## src/rtl/hazard_control_unit.sv

```systemverilog
// hazard_control_unit
// Central hazard and sequencing controller for a 5-stage MIPS pipeline.
// It drives the stall (EN) and flush (CLR) controls of the F/D and D/E
// pipeline registers and generates the operand forwarding selects for the
// Decode and Execute stages. It also tracks the busy window of the
// multi-cycle mul/div unit and keeps a saturating stall-cycle counter.
//
// Ports
//   CLK, RST                     clock, asynchronous active-low reset
//   RsD, RtD                     Decode-stage source registers
//   RsE, RtE                     Execute-stage source registers
//   WriteRegE/M/W, RegWriteE/M/W destination registers and write enables in E/M/W
//   MemtoRegE, MemtoRegM         load instruction in E/M
//   BranchD, JumpD, PCSrcD       Decode-stage branch, jump and branch-taken
//   MDOpD                        Decode instruction uses the mul/div unit
//   MDStartE                     mul/div issued from Execute this cycle
//   StallF, StallD, FlushE       pipeline hazard stall (all the same signal)
//   FlushD                       squash the F/D register for a taken branch or jump
//   ForwardAD, ForwardBD         forward ALUOutM to the Decode comparator
//   ForwardAE, ForwardBE         Execute operand select: 00 RF, 10 ALUOutM, 01 ResultW
//   MDBusy                       mul/div in progress
//   StallCount                   saturating count of cycles with StallD=1
module hazard_control_unit #(
  parameter int unsigned REG_ADDR_WIDTH = 5,
  parameter int unsigned MD_LATENCY     = 32,
  parameter int unsigned CNT_WIDTH      = 6,
  parameter int unsigned PERF_WIDTH     = 32
) (
  input  logic                      CLK,
  input  logic                      RST,
  input  logic [REG_ADDR_WIDTH-1:0] RsD,
  input  logic [REG_ADDR_WIDTH-1:0] RtD,
  input  logic [REG_ADDR_WIDTH-1:0] RsE,
  input  logic [REG_ADDR_WIDTH-1:0] RtE,
  input  logic [REG_ADDR_WIDTH-1:0] WriteRegE,
  input  logic [REG_ADDR_WIDTH-1:0] WriteRegM,
  input  logic [REG_ADDR_WIDTH-1:0] WriteRegW,
  input  logic                      RegWriteE,
  input  logic                      RegWriteM,
  input  logic                      RegWriteW,
  input  logic                      MemtoRegE,
  input  logic                      MemtoRegM,
  input  logic                      BranchD,
  input  logic                      JumpD,
  input  logic                      PCSrcD,
  input  logic                      MDOpD,
  input  logic                      MDStartE,
  output logic                      StallF,
  output logic                      StallD,
  output logic                      FlushD,
  output logic                      FlushE,
  output logic                      ForwardAD,
  output logic                      ForwardBD,
  output logic [1:0]                ForwardAE,
  output logic [1:0]                ForwardBE,
  output logic                      MDBusy,
  output logic [PERF_WIDTH-1:0]     StallCount
);

  localparam logic [CNT_WIDTH-1:0]  MD_LOAD   = CNT_WIDTH'(MD_LATENCY);
  localparam logic [CNT_WIDTH-1:0]  MD_ONE    = CNT_WIDTH'(1);
  localparam logic [PERF_WIDTH-1:0] PERF_ONE  = PERF_WIDTH'(1);

  typedef enum logic {
    MD_IDLE = 1'b0,
    MD_BUSY = 1'b1
  } md_state_e;

  md_state_e             md_state_q, md_state_d;
  logic [CNT_WIDTH-1:0]  md_cnt_q, md_cnt_d;
  logic [PERF_WIDTH-1:0] stall_count_q, stall_count_d;

  logic lwstall;
  logic branchstall;
  logic mdstall;
  logic stall;

  // Register $0 is hard-wired to zero, so it never produces a dependency.
  function automatic logic reg_hit(input logic [REG_ADDR_WIDTH-1:0] src,
                                   input logic [REG_ADDR_WIDTH-1:0] dst,
                                   input logic                      wen);
    return wen && (src != '0) && (src == dst);
  endfunction

  // Execute-stage forwarding; the younger M-stage result wins over W.
  always_comb begin
    ForwardAE = 2'b00;
    ForwardBE = 2'b00;
    if (reg_hit(RsE, WriteRegM, RegWriteM)) begin
      ForwardAE = 2'b10;
    end else if (reg_hit(RsE, WriteRegW, RegWriteW)) begin
      ForwardAE = 2'b01;
    end
    if (reg_hit(RtE, WriteRegM, RegWriteM)) begin
      ForwardBE = 2'b10;
    end else if (reg_hit(RtE, WriteRegW, RegWriteW)) begin
      ForwardBE = 2'b01;
    end
  end

  // Decode-stage comparator forwarding from ALUOutM.
  always_comb begin
    ForwardAD = reg_hit(RsD, WriteRegM, RegWriteM);
    ForwardBD = reg_hit(RtD, WriteRegM, RegWriteM);
  end

  // Hazard detection: load-use, branch operand not yet available, mul/div busy.
  always_comb begin
    lwstall     = MemtoRegE && (reg_hit(RsD, WriteRegE, 1'b1) ||
                                reg_hit(RtD, WriteRegE, 1'b1));
    branchstall = BranchD && (reg_hit(RsD, WriteRegE, RegWriteE) ||
                              reg_hit(RtD, WriteRegE, RegWriteE) ||
                              reg_hit(RsD, WriteRegM, MemtoRegM) ||
                              reg_hit(RtD, WriteRegM, MemtoRegM));
    mdstall     = MDOpD && MDBusy;
    stall       = lwstall || branchstall || mdstall;
  end

  // A stalled redirect is held back and re-evaluated once the stall clears.
  always_comb begin
    StallF = stall;
    StallD = stall;
    FlushE = stall;
    FlushD = (PCSrcD || JumpD) && !stall;
  end

  // Mul/div busy tracker; a reissue while busy reloads the full latency.
  always_comb begin
    md_state_d = md_state_q;
    md_cnt_d   = md_cnt_q;
    case (md_state_q)
      MD_IDLE: begin
        if (MDStartE) begin
          md_state_d = MD_BUSY;
          md_cnt_d   = MD_LOAD;
        end
      end
      MD_BUSY: begin
        if (MDStartE) begin
          md_cnt_d = MD_LOAD;
        end else if (md_cnt_q == MD_ONE) begin
          md_state_d = MD_IDLE;
          md_cnt_d   = '0;
        end else begin
          md_cnt_d = md_cnt_q - MD_ONE;
        end
      end
    endcase
  end

  always_comb begin
    MDBusy = (md_state_q == MD_BUSY);
  end

  // Stall-cycle counter, sticks at all-ones instead of wrapping.
  always_comb begin
    stall_count_d = stall_count_q;
    if (stall && (stall_count_q != '1)) begin
      stall_count_d = stall_count_q + PERF_ONE;
    end
  end

  always_comb begin
    StallCount = stall_count_q;
  end

  always_ff @(posedge CLK or negedge RST) begin
    if (!RST) begin
      md_state_q    <= MD_IDLE;
      md_cnt_q      <= '0;
      stall_count_q <= '0;
    end else begin
      md_state_q    <= md_state_d;
      md_cnt_q      <= md_cnt_d;
      stall_count_q <= stall_count_d;
    end
  end

endmodule

```

## config.mk

```make
export PLATFORM = sky130hd
export DESIGN_NAME = hazard_control_unit
export DESIGN_NICKNAME = d
export VERILOG_FILES = /design/src/rtl/hazard_control_unit.sv
export SDC_FILE = /design/constraint.sdc
export NUM_CORES = 1
export LEC_CHECK = 0
export ABC_AREA = 1
export ABC_CLOCK_PERIOD_IN_PS = 2440
export CAP_MARGIN = 0
export CORE_MARGIN = 2
export CORE_UTILIZATION = 49
export DETAILED_ROUTE_END_ITERATION = 6
export HOLD_SLACK_MARGIN = 0.05
export PLACE_DENSITY = 0.8
export SLEW_MARGIN = 20
export SYNTH_ARGS = -nofsm -noshare
export SYNTH_HDL_FRONTEND = slang
export SYNTH_SLANG_ARGS = --single-unit
```

## constraint.sdc

```tcl
create_clock -name CLK -period 2.44 [get_ports CLK]
set_clock_uncertainty 0.2 [all_clocks]
set_input_delay 0.244 -clock CLK [delete_from_list [all_inputs] [get_ports CLK]]
set_output_delay 0.244 -clock CLK [all_outputs]
set_load 0.02 [all_outputs]
```

==> summary.txt <==
Run status
  – Outcome: completed

Timing
  – Worst-Margin Slew: 0.8822 ns
  – Headroom to the max-slew limit: 0.4118
  – Slew Viols, Final: 0
  – Final number of setup-violating endpoints: 0
  – RSZ-0062 raised after global routing: false
  – Final hold vios: 0
  – Final worst path period share: 0.9500
  – Tmin final: 2.318 ns
  – Worst setup margin: 0.1219 ns
  – Max Clk Rate: 0.4314 GHz

Setup path
  – Worst path top cell family by delay: simple AND/OR/NAND/NOR gates
  – Crit path DAT: 2.31 ns
  – Critical path class: reg2reg
  – Most frequent CP cell: nand3_2
  – Critical path's largest stage delay: 0.43 ns
  – CP Buf/Inv Count: 1
  – Reg2reg setup slack: 0.12 ns
  – R2R Path Start: StallCount[1]
  – Crit path max-delay cell type: dfrtp_1
  – Nature of the critical path startpoint: flip-flop
  – Worst Setup End Kind: flip-flop
  – CP cell instances: ha_1 -> nand3_2 -> nor2_4 -> nand3_2 -> nor2_1 -> nand3_2 -> buf_4 -> nand3_1 -> nand2_1
  – R2R depth: 9
  – CP required: 2.43 ns
  – CP Max Fanout: 16
  – FF-to-FF End: StallCount[10]

Final layout
  – Filler cells: 585
  – Commonest non-fill, non-tap cells in the layout: 152 x nand2_1, 74 x clkdlybuf4s50_1, 57 x nor2_1
  – Diode count: 0
  – Share of cells above drive strength 1: 0.06239
  – Area growth syn-to-layout: 36.01%
  – Fin nets: 626
  – Commonest non-fill, non-tap cell in the layout: nand2_1
  – Reg area: 975.9 µm²
  – Multi-input logic area: 1951 µm²
  – Final Instance Area: 4343 µm²

Pwr
  – Lkg Pwr: 2.095 nW
  – Pwr Total: 0.002098 W
  – Pwr dens: 483.1 nW/µm²
  – Maximum vdd ir drop: 0.4437 mV

Hold path
  – Worst hold-check path type: reg2reg
  – Hold path endpoint: StallCount[8]
  – Worst Hold Depth: 2
  – Hold Crit Start: StallCount[8]

Drt
  – Final wirelength: 8961 µm
  – Via/cell ratio: 5.249
  – Final ANT Viol Nets: 0
  – DRC: 0
  – Post-detailed-route wirelength per cell: 13.70 µm
  – Via Count: 3433
  – Drt pass-1 iters: 7
  – 1st-iter DRT viols: 246

CTS
  – Clk sink count: 39
  – CTS buffer count: 5
  – Clock Latency Late Sink: 0.30 ns
  – H-tree Lvls: 2
  – Root Driver: clkbuf_8
  – TritonCTS clock tree: yes
  – Clk buf depth: 2
  – CTS clk-pin slew, worst paths: 0.08 ns

Yosys
  – Synth area leader: dfrtp_1
  – Synth Net Count: 527
  – Post-synthesis sequential area ratio: 0.3056
  – Area of the mapped netlist: 3193 µm²
  – Synth warnings: 0
  – Synth top area cells: dfrtp_1 31%, nand2_1 18%, xnor2_1 7.7%
  – Area fraction of the dominant cell type after synthesis: 0.3056
  – Syn_area_per_cell: 6.694 µm²
  – Synth unique cells: 30
  – #FFs+latches synth: 39
  – Post-Synthesis Cells: 477

GRT
  – Gr usage total: 0.2561
  – Total grt overflow: 0
  – Initial antenna violation count: 0
  – Vias in the first global route: 3357
  – Largest net degree at the start of global routing: 40
  – Global-route wire length before repair: 15150 µm

Place
  – Post-detail-place hpwl: 6955 µm
  – RD Place Congestion: 0.9364
  – Placed instance area: 4215 µm²
  – Port Buffer Count: 89
  – Place WS: -0.2226 ns

Die
  – Die width: 84.73 µm
  – Initial Util: 0.5057
  – Row cnt: 29
  – Die area: 7178 µm²
  – IO Count: 90
  – Die H: 84.73 µm
  – Core ar.: 6314 µm²

Run
  – Max Cap Viol: 0
## metal layers
layer	track usage	vias up	share of wire
met5	0	-	0
li1	-	1722	-
met4	0.07071	0	0.016
met3	0.04720	15	0.057
met1	0.3405	1578	0.45
met2	0.4281	118	0.47
## where the power goes
group | total [W] | switching (W) | internal, W
Clock | 0.000567 | 0.000236 | 0.000331
Combinational | 0.000705 | 0.000378 | 0.000327
Sequential | 0.000826 | 0.000102 | 0.000724
## synthesized netlist by cell type, drive strengths merged
cell type / instances
a211oi: 4
a21o: 2
a21oi: 2
a221oi: 1
a31oi: 1
buf: 11
clkbuf: 3
clkinv: 1
dfrtp: 39
ha: 3
inv: 49
nand2: 153
nand3: 52
nand3b: 3
nand4: 10
nor2: 58
nor3: 14
nor4: 5
o21ai: 7
o221ai: 2
o22ai: 5
xnor2: 28
xor2: 24
## kinds of logic (layout without fill, tap and decap cells)
logic type,after synthesis,in the layout,share of synthesized area
AO/OA/AOI/OAI,24,24,0.04820
XOR/XNOR,52,52,0.1426
adder cells (fa/ha/maj),3,3,0.01176
buffers and inverters,64,164,0.08777
flip-flops,39,39,0.3056
AND/OR/NAND/NOR,295,295,0.4040
## final cells by class
cell class | instances | share of cell area
Multi-Input combinational cell | 374 | 0.4491
Clock buffer | 6 | 0.01901
Tap cell | 77 | 0.02218
Sequential cell | 39 | 0.2247
Timing Repair Buffer | 106 | 0.2336
Clock inverter | 2 | 0.008067
Inverter | 50 | 0.04322
## sequential cells by signal, indices dropped and copies added, names as in the netlist
register	flops
MDBusy	1
md_cnt_q	6
StallCount	32
## worst max path at each step
stage / endpoint / slack (ns) / startpoint / cells after the start
global placement: ForwardBE[1] / -0.21 / WriteRegM[3] / 7
floorplan: ForwardBE[0] / 0.34 / WriteRegM[0] / 5
global route: ForwardBE[0] / 0.00003 / RtE[2] / 6
detailed placement: ForwardBE[1] / -0.22 / WriteRegM[4] / 6
CTS: ForwardBE[0] / 0.07 / WriteRegM[3] / 8
finish: StallCount[10] / 0.12 / StallCount[1] / 9
## worst register-to-register path, cell delays in order, from the launching register on
cell	delay (ns)
dfrtp_1	0.43
ha_1	0.29
nand3_2	0.16
nor2_4	0.21
nand3_2	0.14
nor2_1	0.14
nand3_2	0.19
buf_4	0.28
nand3_1	0.11
nand2_1	0.06
## through the flow
stage,hold slack [ns],setup TNS [ns],instances,util
final,0.3450,0,654,0.6879
after global routing,0.3819,0,654,0.6879
after CTS,0.3488,0,654,0.6863
after detailed placement,0.2170,-6.025,645,0.6677
after global placement,0.1976,-2.677,645,0.6677
after floorplan,-0.2516,0,477,-
## repair_timing
item	CTS	global route
cloned	0	0
hold buffers	1	0
hold endpoints to repair	39	0
setup endpoints to repair	10	4
gates resized for setup	14	2
setup buffers	0	0
No activity file was read; power rests on OpenSTA's default activity.
